--- config.mk ---
export PLATFORM = sky130hd
export DESIGN_NAME = deqam_run_ctrl
export DESIGN_NICKNAME = d
export VERILOG_FILES = /design/src/rtl/deqam_run_ctrl.sv
export SDC_FILE = /design/constraint.sdc
export NUM_CORES = 1
export LEC_CHECK = 0
export BUFFER_PORTS_ARGS = -buffer_cell sky130_fd_sc_hd__clkbuf_2
export CORE_ASPECT_RATIO = 1.75
export CORE_MARGIN = 2
export CORE_UTILIZATION = 30
export DETAILED_ROUTE_END_ITERATION = 12
export SLEW_MARGIN = 30
export SYNTH_ARGS = -nofsm -noshare
export SYNTH_HDL_FRONTEND = slang
export SYNTH_SLANG_ARGS = --single-unit
export TNS_END_PERCENT = 30
--- constraint.sdc ---
create_clock -name clock -period 7.77 [get_ports clock]
set_input_delay 1.1655 -clock clock [delete_from_list [all_inputs] [get_ports clock]]
set_output_delay 1.1655 -clock clock [all_outputs]
set_load 0.05 [all_outputs]
--- src/rtl/deqam_run_ctrl.sv ---
// Run sequencer for the deQAM HLS core: issues ap_start per frame, counts completions
// and AXIS beats, and flags stream stalls with a per-channel block_info code.
module deqam_run_ctrl #(
  parameter int FRAME_LEN   = 64,
  parameter int CNT_W       = 16,
  parameter int STALL_LIMIT = 1024
) (
  input  logic             clock,
  input  logic             reset,
  input  logic             cfg_start,
  input  logic             cfg_abort,
  input  logic [CNT_W-1:0] cfg_nframes,
  output logic             ap_start,
  input  logic             ap_ready,
  input  logic             ap_done,
  input  logic             in_tvalid,
  input  logic             in_tready,
  input  logic             out_tvalid,
  input  logic             out_tready,
  output logic             busy,
  output logic             done,
  output logic [CNT_W-1:0] frames_done,
  output logic [CNT_W-1:0] in_beats,
  output logic [CNT_W-1:0] out_beats,
  output logic             len_err,
  output logic             block,
  output logic [3:0]       block_info
);

  localparam int SW = $clog2(STALL_LIMIT);
  localparam logic [SW-1:0]    STALL_MAX = SW'(STALL_LIMIT - 1);
  localparam logic [SW-1:0]    STALL_ONE = SW'(1);
  localparam logic [CNT_W-1:0] CNT_ONE   = CNT_W'(1);
  localparam logic [CNT_W-1:0] FL        = CNT_W'(FRAME_LEN);

  typedef enum logic [2:0] {S_IDLE, S_ISSUE, S_WAIT, S_DONE, S_ERROR} state_t;

  state_t           state_reg, state_next;
  logic [CNT_W-1:0] nframes_reg, nframes_next;
  logic [CNT_W-1:0] issued_reg, issued_next;
  logic [CNT_W-1:0] frames_reg, frames_next;
  logic [CNT_W-1:0] beats_reg [2];
  logic [CNT_W-1:0] beats_next [2];
  logic [CNT_W-1:0] beats_sat [2];
  logic             len_err_reg, len_err_next;
  logic [SW-1:0]    stall_reg, stall_next;
  logic [3:0]       info_reg, info_next;

  // Channel 0 is the core input stream, channel 1 the core output stream.
  logic [1:0] ch_valid, ch_ready, ch_xfer;
  logic [3:0] info_code;
  logic       idle_cyc;

  assign ch_valid = {out_tvalid, in_tvalid};
  assign ch_ready = {out_tready, in_tready};

  genvar gi;
  generate
    for (gi = 0; gi < 2; gi++) begin : g_ch
      assign ch_xfer[gi]   = ch_valid[gi] & ch_ready[gi];
      assign beats_sat[gi] = (ch_xfer[gi] && beats_reg[gi] != '1) ?
                             beats_reg[gi] + CNT_ONE : beats_reg[gi];
      // {!ready, !valid} yields 10 backpressure, 01 starved, 11 both idle.
      assign info_code[2*gi +: 2] = {~ch_ready[gi], ~ch_valid[gi]};
    end
  endgenerate

  assign idle_cyc = ~(|ch_xfer) & ~ap_done;

  always_ff @(posedge clock) begin
    if (reset) begin
      state_reg   <= S_IDLE;
      nframes_reg <= '0;
      issued_reg  <= '0;
      frames_reg  <= '0;
      beats_reg   <= '{default: '0};
      len_err_reg <= 1'b0;
      stall_reg   <= '0;
      info_reg    <= '0;
    end else begin
      state_reg   <= state_next;
      nframes_reg <= nframes_next;
      issued_reg  <= issued_next;
      frames_reg  <= frames_next;
      beats_reg   <= beats_next;
      len_err_reg <= len_err_next;
      stall_reg   <= stall_next;
      info_reg    <= info_next;
    end
  end

  always_comb begin
    state_next   = state_reg;
    nframes_next = nframes_reg;
    issued_next  = issued_reg;
    frames_next  = frames_reg;
    beats_next   = beats_reg;
    len_err_next = len_err_reg;
    stall_next   = stall_reg;
    info_next    = info_reg;
    if (cfg_abort) begin
      state_next = S_IDLE;
      info_next  = '0;
    end else begin
      case (state_reg)
        S_IDLE: begin
          if (cfg_start) begin
            nframes_next = cfg_nframes;
            issued_next  = '0;
            frames_next  = '0;
            beats_next   = '{default: '0};
            len_err_next = 1'b0;
            stall_next   = '0;
            state_next   = (cfg_nframes == '0) ? S_DONE : S_ISSUE;
          end
        end
        S_ISSUE, S_WAIT: begin
          beats_next = beats_sat;
          stall_next = idle_cyc ? stall_reg + STALL_ONE : '0;
          if (state_reg == S_ISSUE && ap_ready) begin
            issued_next = issued_reg + CNT_ONE;
            if (issued_next == nframes_reg) state_next = S_WAIT;
          end
          // Completion overrides the start handshake; the closing beat counts in this frame.
          if (ap_done) begin
            frames_next = frames_reg + CNT_ONE;
            if (beats_sat[0] != FL || beats_sat[1] != FL) len_err_next = 1'b1;
            beats_next = '{default: '0};
            if (frames_next == nframes_reg) state_next = S_DONE;
          end else if (idle_cyc && stall_reg == STALL_MAX) begin
            state_next = S_ERROR;
            info_next  = info_code;
          end
        end
        S_DONE:  state_next = S_IDLE;
        S_ERROR: state_next = S_ERROR;
        default: state_next = S_IDLE;
      endcase
    end
  end

  // An abort masks ap_start at once so the core cannot accept a start we are abandoning.
  assign ap_start    = (state_reg == S_ISSUE) & ~cfg_abort;
  assign busy        = (state_reg == S_ISSUE) | (state_reg == S_WAIT);
  assign done        = (state_reg == S_DONE);
  assign block       = (state_reg == S_ERROR);
  assign block_info  = info_reg;
  assign frames_done = frames_reg;
  assign in_beats    = beats_reg[0];
  assign out_beats   = beats_reg[1];
  assign len_err     = len_err_reg;

endmodule

==> run summary, run 1 <==
Status: finished, final reports clean
Peak supply drop: 0.0000897 V
RSZ-0062 raised after global routing: no
Final HPWL DP: 15300 µm
Fin. max-slew vios: 0
Netlist cell types: 74
H-tree levels: 3
Final Power: 1060 µW
WHS Endpoint: issued_reg[15]
Setup ws final: 4.34 ns
Antenna diodes: 0
Simple logic cell fraction of the synthesized area: 33.2%
Final Hold Fails: 0
Relative slew slack: 47.7%
Worst setup EP type: primary output
Worst Hold Slack: 0.476 ns
Number of hold buffers added after CTS: 0
Final Skew: 0.0124 ns
Starting density of the core: 30.2%
Post-DR vias/cell: 5.77
Worst-path cell chain: xor2_1, nand2b_1, clkinv_1, clkbuf_2
Post-Synth Adder-Cell Area: 0.971%
Total GRT Usage: 18.5%
Clk pwr share: 42.4%
Routed length per placed instance: 18.0 µm
Internal power: 768 µW
Syn Inst Count: 864
Root buffer cell: clkbuf_16
Max incr delay on CP: 0.65 ns
Setup CP Type: flop to primary output
CTS tree: built
Worst-path clk slew: 0.07 ns
R2r setup slk: 4.69 ns
GR Util met1: 19.8%
CP bufs+invs: 2
Num ports: 83
P_leak: 0.00253 µW
Pre-antenna DRT Iters: 5
Fin nets: 931
Mux contribution to synthesized area: 0.816%
DR iter-0 viols: 387
Std-Cell Core Area: 21300 µm²
Seq pwr share: 49.0%
Min-delay src: issued_reg[15]
ANT nets after route: 0
Yosys reg bits: 98
Synth Area in Compound Gates: 21.5%
Sw frac: 27.3%
P&R area growth vs syn: 12.7%
Area after detailed placement: 6970 µm²
Top FF cell, synth: dfxtp_1
Mean Syn Cell Area: 7.46 µm²
Sequential share of the synthesized area: 30.4%
Post-synth EDFFs: 0
Sw power: 288 µW
Warnings from Yosys: 0
XOR/XNOR Fraction of Synth Area: 8.43%
Initial antenna violation count: 0
Largest net degree at the start of global routing: 89
CTS resizes: 0
Period utilization: 44.2%
R2R Path End: state_reg[0]
Pre-CTS setup slack: 4.32 ns
Worst path top cell family by delay: buffers and inverters
# DRC: 0
Die area: 22700 µm²
Worst reg-to-reg path cell count: 8
Worst setup SP type: flop
RD Place Congestion: 0.939
Clk sinks: 98
Period minus WS final: 3.43 ns
Largest family of logic cells by synthesized area: simple AND/OR/NAND/NOR gates
Routed wire length: 20900 µm
Worst slew pin tran: 0.777 ns
Die X: 115 µm
Worst EP required: 6.60 ns
Cts bufs inserted: 9
Port bufs: 82
Crit path from: state_reg[1]
Worst path slowest cell: dfxtp_1
Vias: 6693
P per Cell Area: 145 nW/µm²
Hold/Removal Path Class: flop to flop
Final Setup Violations: 0
Post-Syn Area: 6440 µm²
Syn_nets: 895
Comb pwr share: 8.7%
Met2 Usage GRT: 34.8%
Critical path peak fanout: 16
Post-CTS Setup Inserts: 0
Clock Tree Buf Depth: 2
Post-synth ARST share: 0%
Max_cap viols: 0
First-pass GRT wire length: 33300 µm
Worst-skew pair later-pin latency: 0.36 ns
Total grt overflow: 0
GRT met3 Usage: 2.72%
Worst endpoint data arrival time: 2.27 ns
Vias in the first global route: 6312
Worst flop-to-flop path startpoint: issued_reg[0]
WHS Path Cells: 2
Setup TNS: 0 ns
Die height: 198 µm
Share of layout cells above drive strength 1: 14.4%
Num rows: 71
Cell area after layout: 7260 µm²
GRT busiest layer: met2
Fmax: 0.291 GHz
-- per-stage QoR --
step | cells | util (%)
after global placement | 1144 | 32.7
after detailed placement | 1144 | 32.7
after CTS | 1160 | 34.1
after floorplan | 864 | -
after global routing | 1160 | 34.1
final | 1160 | 34.1
-- worst reg2reg max path: stages (launching register included) --
cell and delay (ns):
dfxtp_1 0.54, ha_1 0.47, nand3_1 0.28, or3b_2 0.50, a32oi_1 0.32, nand3_1 0.12
nor4_1 0.32, a41oi_1 0.18, o31a_1 0.26
-- cell usage in the layout, fill, tap and decap left out, drive strengths merged, types with 7 or more instances in the layout --
cell type  netlist  final
or2              7      7
o21ai           56     56
a22oi            9      9
and4            10     10
dfxtp           98     98
a2111oi          7      7
a31oi           10     10
buf             21      8
nor3            31     31
and3            12     12
xor2            28     28
nand2b           8      8
a21oi           80     80
clkbuf          43     91
a21o             9      9
nand3b           8      8
xnor2           34     34
a211oi          11     11
nor2            93     93
nor3b            8      8
nand4b           8      8
a311oi          16     16
nand4           28     28
inv              7     10
nand2           89     89
and2            10     10
or3             16     16
nor4            26     26
nand3           30     30
-- power groups by stage --
stage / logic, µW / clock network (µW) / registers, µW
2_1_floorplan: 61.4 / 0 / 525
3_3_place_gp: 90.5 / 0 / 529
3_5_place_dp: 91.0 / 0 / 529
4_1_cts: 91.5 / 458 / 517
5_1_grt: 101 / 478 / 518
6_report: 91.4 / 448 / 517
-- per-layer routing --
layer	vias up	part of all wire [%]
li1	3256	-
met1	3179	37
met2	207	54
met3	51	4.5
met4	0	4.4
met5	-	0
-- Yosys cell counts, types with 14 or more instances --
library cell  instances  area [µm²]
or3_1                14        87.6
buf_2                20         100
nor3_1               31         155
nand2_1              89         334
a311oi_1             16         140
xnor2_1              34         298
nor4_1               24         150
nand3_1              30         150
dfxtp_1              98        1960
o21ai_0              55         275
clkbuf_1             42         158
nand4_1              26         163
a21oi_1              80         400
nor2_1               92         345
xor2_1               28         245
-- how the worst max path moves through the flow --
stage / endpoint / slack, ns / depth (start not counted)
global route: busy / 4.10 / 4
CTS: ap_start / 4.32 / 3
global placement: ap_start / 4.33 / 3
detailed placement: ap_start / 4.32 / 3
floorplan: ap_start / 3.81 / 2
finish: busy / 4.34 / 4
-- cell type report --
type / instances / area [µm²]
clock buffer: 10 / 239
fill: 2300 / 14100
multi-input combinational: 694 / 4200
sequential: 98 / 1960
timing repair buffer: 89 / 467
tap: 255 / 319
clock inverter: 6 / 48.8
inverter: 8 / 30.0
-- cell families after synthesis --
family / count (synthesis)
simple gates: 399
fa+ha+maj: 5
xor+xnor: 62
mux: 5
buf+inv: 72
flops: 98
compound gates: 223
Note: power is estimated with default switching activity, not from simulation.
==> inputs of run 2 (changes only) <==
- ABC_AREA: unset -> 1
- clock period: 7.77 -> 2.9 ns (I/O delays scaled with it)
==> run 2 against run 1 <==
  * Synthesized area up 3.2%
  * Combinational power rose to 2.9 times the previous value
  * Global-route usage down 0.44 points
  * First-iteration DRC count down 17%
  * Die area up 3.1%
  * Total power rose to 2.7 times the previous value
  * Utilization up 0.40 points
  * Clock skew down 0.0023 ns
  * Critical path type is now flop to flop
==> run summary, run 2 <==
Multi-input gate area: 4000 µm² (was 4200 µm²)
Num rows: 72 (was 71)
Worst Hold Slack: 0.269 ns (was 0.476 ns)
Critical path peak fanout: 19 (was 16)
Clock Tree Buf Depth: 2 (unchanged)
Mean Syn Cell Area: 6.02 µm² (was 7.46 µm²)
Fin. max-slew vios: 0 (unchanged)
Relative slew slack: 50.8% (was 47.7%)
Peak supply drop: 0.000277 V (was 0.0000897 V)
Final Setup Violations: 0 (unchanged)
R2r setup slk: 0.57 ns (was 4.69 ns)
Port bufs: 82 (unchanged)
Setup CP Type: flop to flop (was flop to primary output)
Top FF cell, synth: dfxtp_1 (unchanged)
Post-synth EDFFs: 0 (unchanged)
Fill count: 2496 (was 2300)
Worst EP required: 3.15 ns (was 6.60 ns)
Setup ws final: 0.569 ns (was 4.34 ns)
Std-Cell Core Area: 22000 µm² (was 21300 µm²)
Largest net degree at the start of global routing: 64 (was 89)
H-tree levels: 3 (unchanged)
Worst setup EP type: flop (was primary output)
Commonest non-fill, non-tap cell in the layout: nand2_1 (was dfxtp_1)
Syn Inst Count: 1105 (was 864)
Antenna diodes: 0 (unchanged)
Syn_nets: 1136 (was 895)
Routed wire length: 20800 µm (was 20900 µm)
Post-Syn Area: 6650 µm² (was 6440 µm²)
Hold/Removal Path Class: input port to flop (was flop to flop)
Area leader, netlist: dfxtp_1 (unchanged)
Total GRT Usage: 18.1% (was 18.5%)
Post-CTS Setup Inserts: 0 (unchanged)
Yosys reg bits: 98 (unchanged)
Setup TNS: 0 ns (unchanged)
Share of the synthesized area in the top cell type: 29.5% (was 30.4%)
R2R Path End: len_err (was state_reg[0])
Netlist cell types: 43 (was 74)
Pre-CTS setup slack: 0.572 ns (was 4.32 ns)
Ranking of synthesized cells by area: dfxtp_1, nand2_1, nand3_1, inv_1, a21oi_1 (was dfxtp_1, a21oi_1, nor2_1, nand2_1, xnor2_1)
Die X: 117 µm (was 115 µm)
Crit path from: out_beats[0] (was state_reg[1])
WHS Path Cells: 2 (unchanged)
Starting density of the core: 30.3% (was 30.2%)
Warnings from Yosys: 0 (unchanged)
Worst endpoint data arrival time: 2.58 ns (was 2.27 ns)
Initial antenna violation count: 0 (unchanged)
Final Skew: 0.0101 ns (was 0.0124 ns)
Period utilization: 80.4%
Worst slew pin tran: 0.738 ns (was 0.777 ns)
Fin nets: 1206 (was 931)
Final Instance Count excl. Fillers: 1475 (was 1160)
Crit path capture: len_err (was busy)
Worst reg-to-reg path cell count: 15 (was 8)
Worst flop-to-flop path startpoint: out_beats[0] (was issued_reg[0])
RD Place Congestion: 0.944 (was 0.939)
RSZ-0062 raised after global routing: no (unchanged)
Num ports: 83 (unchanged)
Clk sinks: 98 (unchanged)
Worst-path clk slew: 0.07 ns (about the same)
DR iter-0 viols: 320 (was 387)
Total grt overflow: 0 (unchanged)
Final Hold Fails: 0 (unchanged)
FF+latch area: 1960 µm² (unchanged)
Period minus WS final: 2.33 ns
P per Cell Area: 370 nW/µm² (was 145 nW/µm²)
Cells after DPL: 1460 (was 1144)
Pre-antenna DRT Iters: 5 (unchanged)
Fmax: 0.429 GHz
Post-synth top cells: nand2_1, inv_1, nand3_1 (was dfxtp_1, nor2_1, nand2_1)
First-pass GRT wire length: 33300 µm (about the same)
Cts bufs inserted: 9 (unchanged)
Number of hold buffers added after CTS: 0 (unchanged)
# DRC: 0 (unchanged)
Vias: 7255 (was 6693)
Final HPWL DP: 16000 µm (was 15300 µm)
Post-DR vias/cell: 4.92 (was 5.77)
CTS resizes: 0 (unchanged)
Routed length per placed instance: 14.1 µm (was 18.0 µm)
Vias in the first global route: 6763 (was 6312)
P_leak: 0.00309 µW (was 0.00253 µW)
Worst-skew pair later-pin latency: 0.36 ns (about the same)
CTS tree: built (unchanged)
Die area: 23400 µm² (was 22700 µm²)
Post-synth ARST share: 0% (unchanged)
Most frequent cells in the layout: nand2_1, inv_1, nand3_1 (was dfxtp_1, nor2_1, nand2_1)
Max_cap viols: 0 (unchanged)
Die height: 201 µm (was 198 µm)
Share of layout cells above drive strength 1: 12.8% (was 14.4%)
Sequential share of the synthesized area: 29.5% (was 30.4%)
Dominant cell by count in the synthesized netlist: nand2_1 (was dfxtp_1)
Root buffer cell: clkbuf_16 (unchanged)
Status: finished, final reports clean (unchanged)
ANT nets after route: 0 (unchanged)
P&R area growth vs syn: 13.9% (was 12.7%)
Worst setup SP type: flop (unchanged)
run 2: cell types whose count changed after synthesis, moves of 12 or more:
cell / delta
nand2_1: +292
inv_1: +120
nand3_1: +85
clkbuf_1: -32
o21ai_0: -32
xnor2_1: -31
nor3_1: -25
nor4_1: -19
a311oi_1: -16
or3_1: -14
xor2_1: -14
and3_1: -12
run 2: where the power goes:
group	internal (µW)	total, µW	leakage, µW	switching [µW]
Clock	601	1150	0.000128	548
Sequential	1370	1390	0.000793	27.4
Combinational	73.7	264	0.00217	190
Total	2040	2810	0.00309	765
run 2: critical path: stages (launching register included):
cell,delay [ns]
dfxtp_1,0.36
ha_1,0.25
nand2_1,0.07
nor2_1,0.06
nand2_2,0.10
nor2_1,0.06
nor2_2,0.54
o21ai_0,0.21
inv_1,0.09
nand2_1,0.05
nor2_1,0.13
nand2_1,0.07
nor2_1,0.08
nand2_1,0.05
nand2_1,0.05
a21oi_1,0.05
run 2: per-layer routing:
metal / up-vias / global-route usage [%] / part of all wire [%]
met5: - / 0 / 0
met4: 0 / 7.73 / 3.6
met3: 48 / 3.08 / 4.5
met2: 186 / 34.2 / 55
met1: 3309 / 18.9 / 37
li1: 3712 / - / -
run 2: final cells by class:
type	instances	share of cell area [%]
multi-input cells	841	52.8
flip-flops and latches	98	25.9
inverters	137	6.87
repair buffers	88	6.01
well taps	296	4.89
clock buffers	11	3.20
clock inverters	4	0.380
run 2: cell families (layout without fill, tap and decap cells):
kind of cell               after synthesis  count (layout)  share of synthesized area, %
and+or+nand+nor                        689             689                          46.1
buffers and inverters                  166             240                          10.4
AOI/OAI and AO/OA                      130             130                          10.8
DFF                                     98              98                          29.5
xor gates and xnor gates                17              17                          2.24
adders and majority gates                5               5                         0.941
run 2: how the worst min path moves through the flow:
stage                   start        endpoint  slack, ns
3_3_place_gp          len_err         len_err       0.47
3_5_place_dp          len_err         len_err       0.46
4_1_cts             in_tvalid   block_info[0]       0.26
2_1_floorplan  issued_reg[15]  issued_reg[15]       0.46
5_1_grt            out_tvalid   block_info[2]       0.27
6_report            in_tvalid   block_info[0]       0.27
run 2: stage by stage:
stage / area [µm²] / total power (µW) / utilization [%]
6_report: 7580 / 2810 / 34.5
5_1_grt: 7580 / 2920 / 34.5
4_1_cts: 7580 / 2840 / 34.5
3_5_place_dp: 7310 / 1690 / 33.2
3_3_place_gp: 7310 / 1690 / 33.2
2_1_floorplan: 6650 / 1610 / -
==> inputs of run 3 (changes only) <==
- clock period: 2.9 -> 2.1 ns (I/O delays scaled with it)
==> run 3 against run 2 <==
  * Count of clock-buffer cells in the layout up 1
  * First-iteration DRC count up 18%
  * Worst setup slack worse by 0.50 ns
  * Via count up 4.6%
  * Critical path type is now flop to primary output
  * Largest cell class unchanged
  * Design area up 11%
  * Clock skew up 0.0021 ns
  * Register-to-register slack worse by 0.47 ns
  * Clock power up 54%
  * Wire length up 4.5%
  * Die area unchanged
  * Sequential power up 38%
  * Critical path depth down 9
==> run summary, run 3 (synthesis results as in run 2) <==
ANT nets after route: 0 (unchanged)
Total grt overflow: 0 (unchanged)
Routed wire length: 21800 µm (was 20800 µm)
Period utilization: 96.7%
Fin nets: 1281 (was 1206)
Vias in the first global route: 7310 (was 6763)
Min-delay src: in_tvalid (unchanged)
DR iter-0 viols: 377 (was 320)
Clock Tree Buf Depth: 2 (unchanged)
Final Skew: 0.0121 ns (was 0.0101 ns)
Pre-antenna DRT Iters: 5 (unchanged)
Routed length per placed instance: 14.0 µm (was 14.1 µm)
Worst flop-to-flop path startpoint: out_beats[1] (was out_beats[0])
First-pass GRT wire length: 35000 µm (was 33300 µm)
WHS Path Cells: 2 (unchanged)
Commonest non-fill, non-tap cell in the layout: nand2_1 (unchanged)
Worst setup SP type: flop (unchanged)
Max_cap viols: 0 (unchanged)
Num rows: 72 (unchanged)
R2r setup slk: 0.10 ns (was 0.57 ns)
RSZ-0062 raised after global routing: yes (was no)
Clk sinks: 98 (unchanged)
Final Setup Violations: 0 (unchanged)
RD Place Congestion: 0.934 (was 0.944)
Peak supply drop: 0.000398 V (was 0.000277 V)
Starting density of the core: 30.3% (unchanged)
Final core utilization: 38.1% (was 34.5%)
Largest net degree at the start of global routing: 64 (unchanged)
Post-DR vias/cell: 4.89 (was 4.92)
Port bufs: 82 (unchanged)
Worst-path clk slew: 0.07 ns (about the same)
Worst endpoint data arrival time: 1.72 ns (was 2.58 ns)
Die area: 23400 µm² (unchanged)
Relative slew slack: 46.6% (was 50.8%)
Number of hold buffers added after CTS: 0 (unchanged)
Status: finished, final reports clean (unchanged)
Total GRT Usage: 18.8% (was 18.1%)
Max incr delay on CP: 0.36 ns (was 0.54 ns)
Period minus WS final: 2.03 ns
Worst path slowest cell: dfxtp_1 (was nor2_2)
P_leak: 0.00355 µW (was 0.00309 µW)
Share of layout cells above drive strength 1: 20.8% (was 12.8%)
Num ports: 83 (unchanged)
Die height: 201 µm (unchanged)
Final Hold Fails: 0 (unchanged)
Worst-skew pair later-pin latency: 0.36 ns (about the same)
Setup ws final: 0.0693 ns (was 0.569 ns)
Cell area after layout: 8370 µm² (was 7580 µm²)
CP dominant cell by count: buf_4 (was nand2_1)
Worst reg-to-reg path cell count: 17 (was 15)
Setup CP Type: flop to primary output (was flop to flop)
Fill count: 2455 (was 2496)
Antenna diodes: 0 (unchanged)
Hold/Removal Path Class: input port to flop (unchanged)
# DRC: 0 (unchanged)
Initial antenna violation count: 0 (unchanged)
Pre-CTS setup slack: 0.0476 ns (was 0.572 ns)
Fmax: 0.492 GHz
Final HPWL DP: 16600 µm (was 16000 µm)
H-tree levels: 3 (unchanged)
P&R area growth vs syn: 25.9% (was 13.9%)
Fin. max-slew vios: 0 (unchanged)
P per Cell Area: 491 nW/µm² (was 370 nW/µm²)
Area after detailed placement: 7890 µm² (was 7310 µm²)
Most frequent cells in the layout: nand2_1, inv_1, nand3_1 (unchanged)
Worst slew pin tran: 0.801 ns (was 0.738 ns)
Worst setup EP type: primary output (was flop)
Root buffer cell: clkbuf_16 (unchanged)
Worst EP required: 1.78 ns (was 3.15 ns)
Critical path peak fanout: 4 (was 19)
Std-Cell Core Area: 22000 µm² (unchanged)
CTS tree: built (unchanged)
Vias: 7589 (was 7255)
R2R Path End: len_err (unchanged)
Die X: 117 µm (unchanged)
Worst-path cell chain: buf_4, a21oi_1, inv_2, nor2_2, buf_4, clkbuf_4 (was ha_1, nand2_1, nor2_1, nand2_2, nor2_1, nor2_2, o21ai_0, inv_1, nand2_1, nor2_1, nand2_1, nor2_1, nand2_1, nand2_1, a21oi_1)
Final Power: 4110 µW (was 2810 µW)
Cts bufs inserted: 9 (unchanged)
WHS Endpoint: block_info[0] (unchanged)
[run 3: cell count changes in the layout (fill, tap and decap cells not counted), moves of 3 or more]
cell	delta
nor2_4	+7
nand2_2	+3
nand2_1	-4
dfxtp_2	+7
nor2_2	+7
dfxtp_1	-7
buf_12	+4
nor2_1	-13
buf_4	+70
[run 3: per-layer routing]
| layer | routed length, µm | part of all wire (%) | up-vias | global-route usage [%] |
|---|---|---|---|---|
| li1 | - | - | 3853 | - |
| met4 | 575 | 2.6 | 0 | 7.02 |
| met5 | 0 | 0 | - | 0 |
| met1 | 8240 | 38 | 3524 | 19.6 |
| met3 | 869 | 4.0 | 35 | 2.60 |
| met2 | 12100 | 56 | 177 | 36.5 |
[run 3: worst max path at each step]
stage | start | to | slack (ns) | cells after the start
global route | in_beats[0] | len_err | -0.05 | 17
floorplan | out_beats[1] | len_err | -0.17 | 15
global placement | out_beats[0] | len_err | 0.09 | 14
detailed placement | in_beats[0] | len_err | 0.05 | 17
CTS | state_reg[1] | busy | 0.02 | 6
finish | state_reg[1] | busy | 0.07 | 6
[run 3: layout make-up]
cell class	instances	area (µm²)	share of cell area (%)
Clock buffer	12	256	3.06
Multi-Input combinational cell	842	4140	49.5
Tap cell	296	370	4.42
Inverter	137	520	6.22
Clock inverter	4	50.0	0.598
Timing Repair Buffer	162	1060	12.7
Sequential cell	98	1970	23.5
[run 3: worst max-delay path, delay by kind of cell (launching register included)]
family                 cells  cell delay, ns
buffers and inverters      4            0.66
AO/OA/AOI/OAI              1            0.20
AND/OR/NAND/NOR            1            0.14
flip-flops                 1            0.36
[run 3: what timing repair did]
action	4_1_cts	5_1_grt
buffers inserted	0	4
setup endpoints to repair	0	9
gates resized for setup	0	45
[run 3: per-stage QoR]
step           cells  setup TNS [ns]  hold WS (ns)
2_1_floorplan   1105          -0.507         0.414
4_1_cts         1546               0         0.136
3_5_place_dp    1530               0         0.475
3_3_place_gp    1530               0         0.473
6_report        1551               0         0.145
5_1_grt         1551         -0.0548         0.155
[run 3: where the power goes]
| part | leakage, µW | switching [µW] | internal [µW] |
|---|---|---|---|
| Combinational | 0.00261 | 282 | 134 |
| Clock | 0.000145 | 781 | 989 |
| Sequential | 0.000796 | 34.8 | 1890 |
| Total | 0.00355 | 1100 | 3010 |
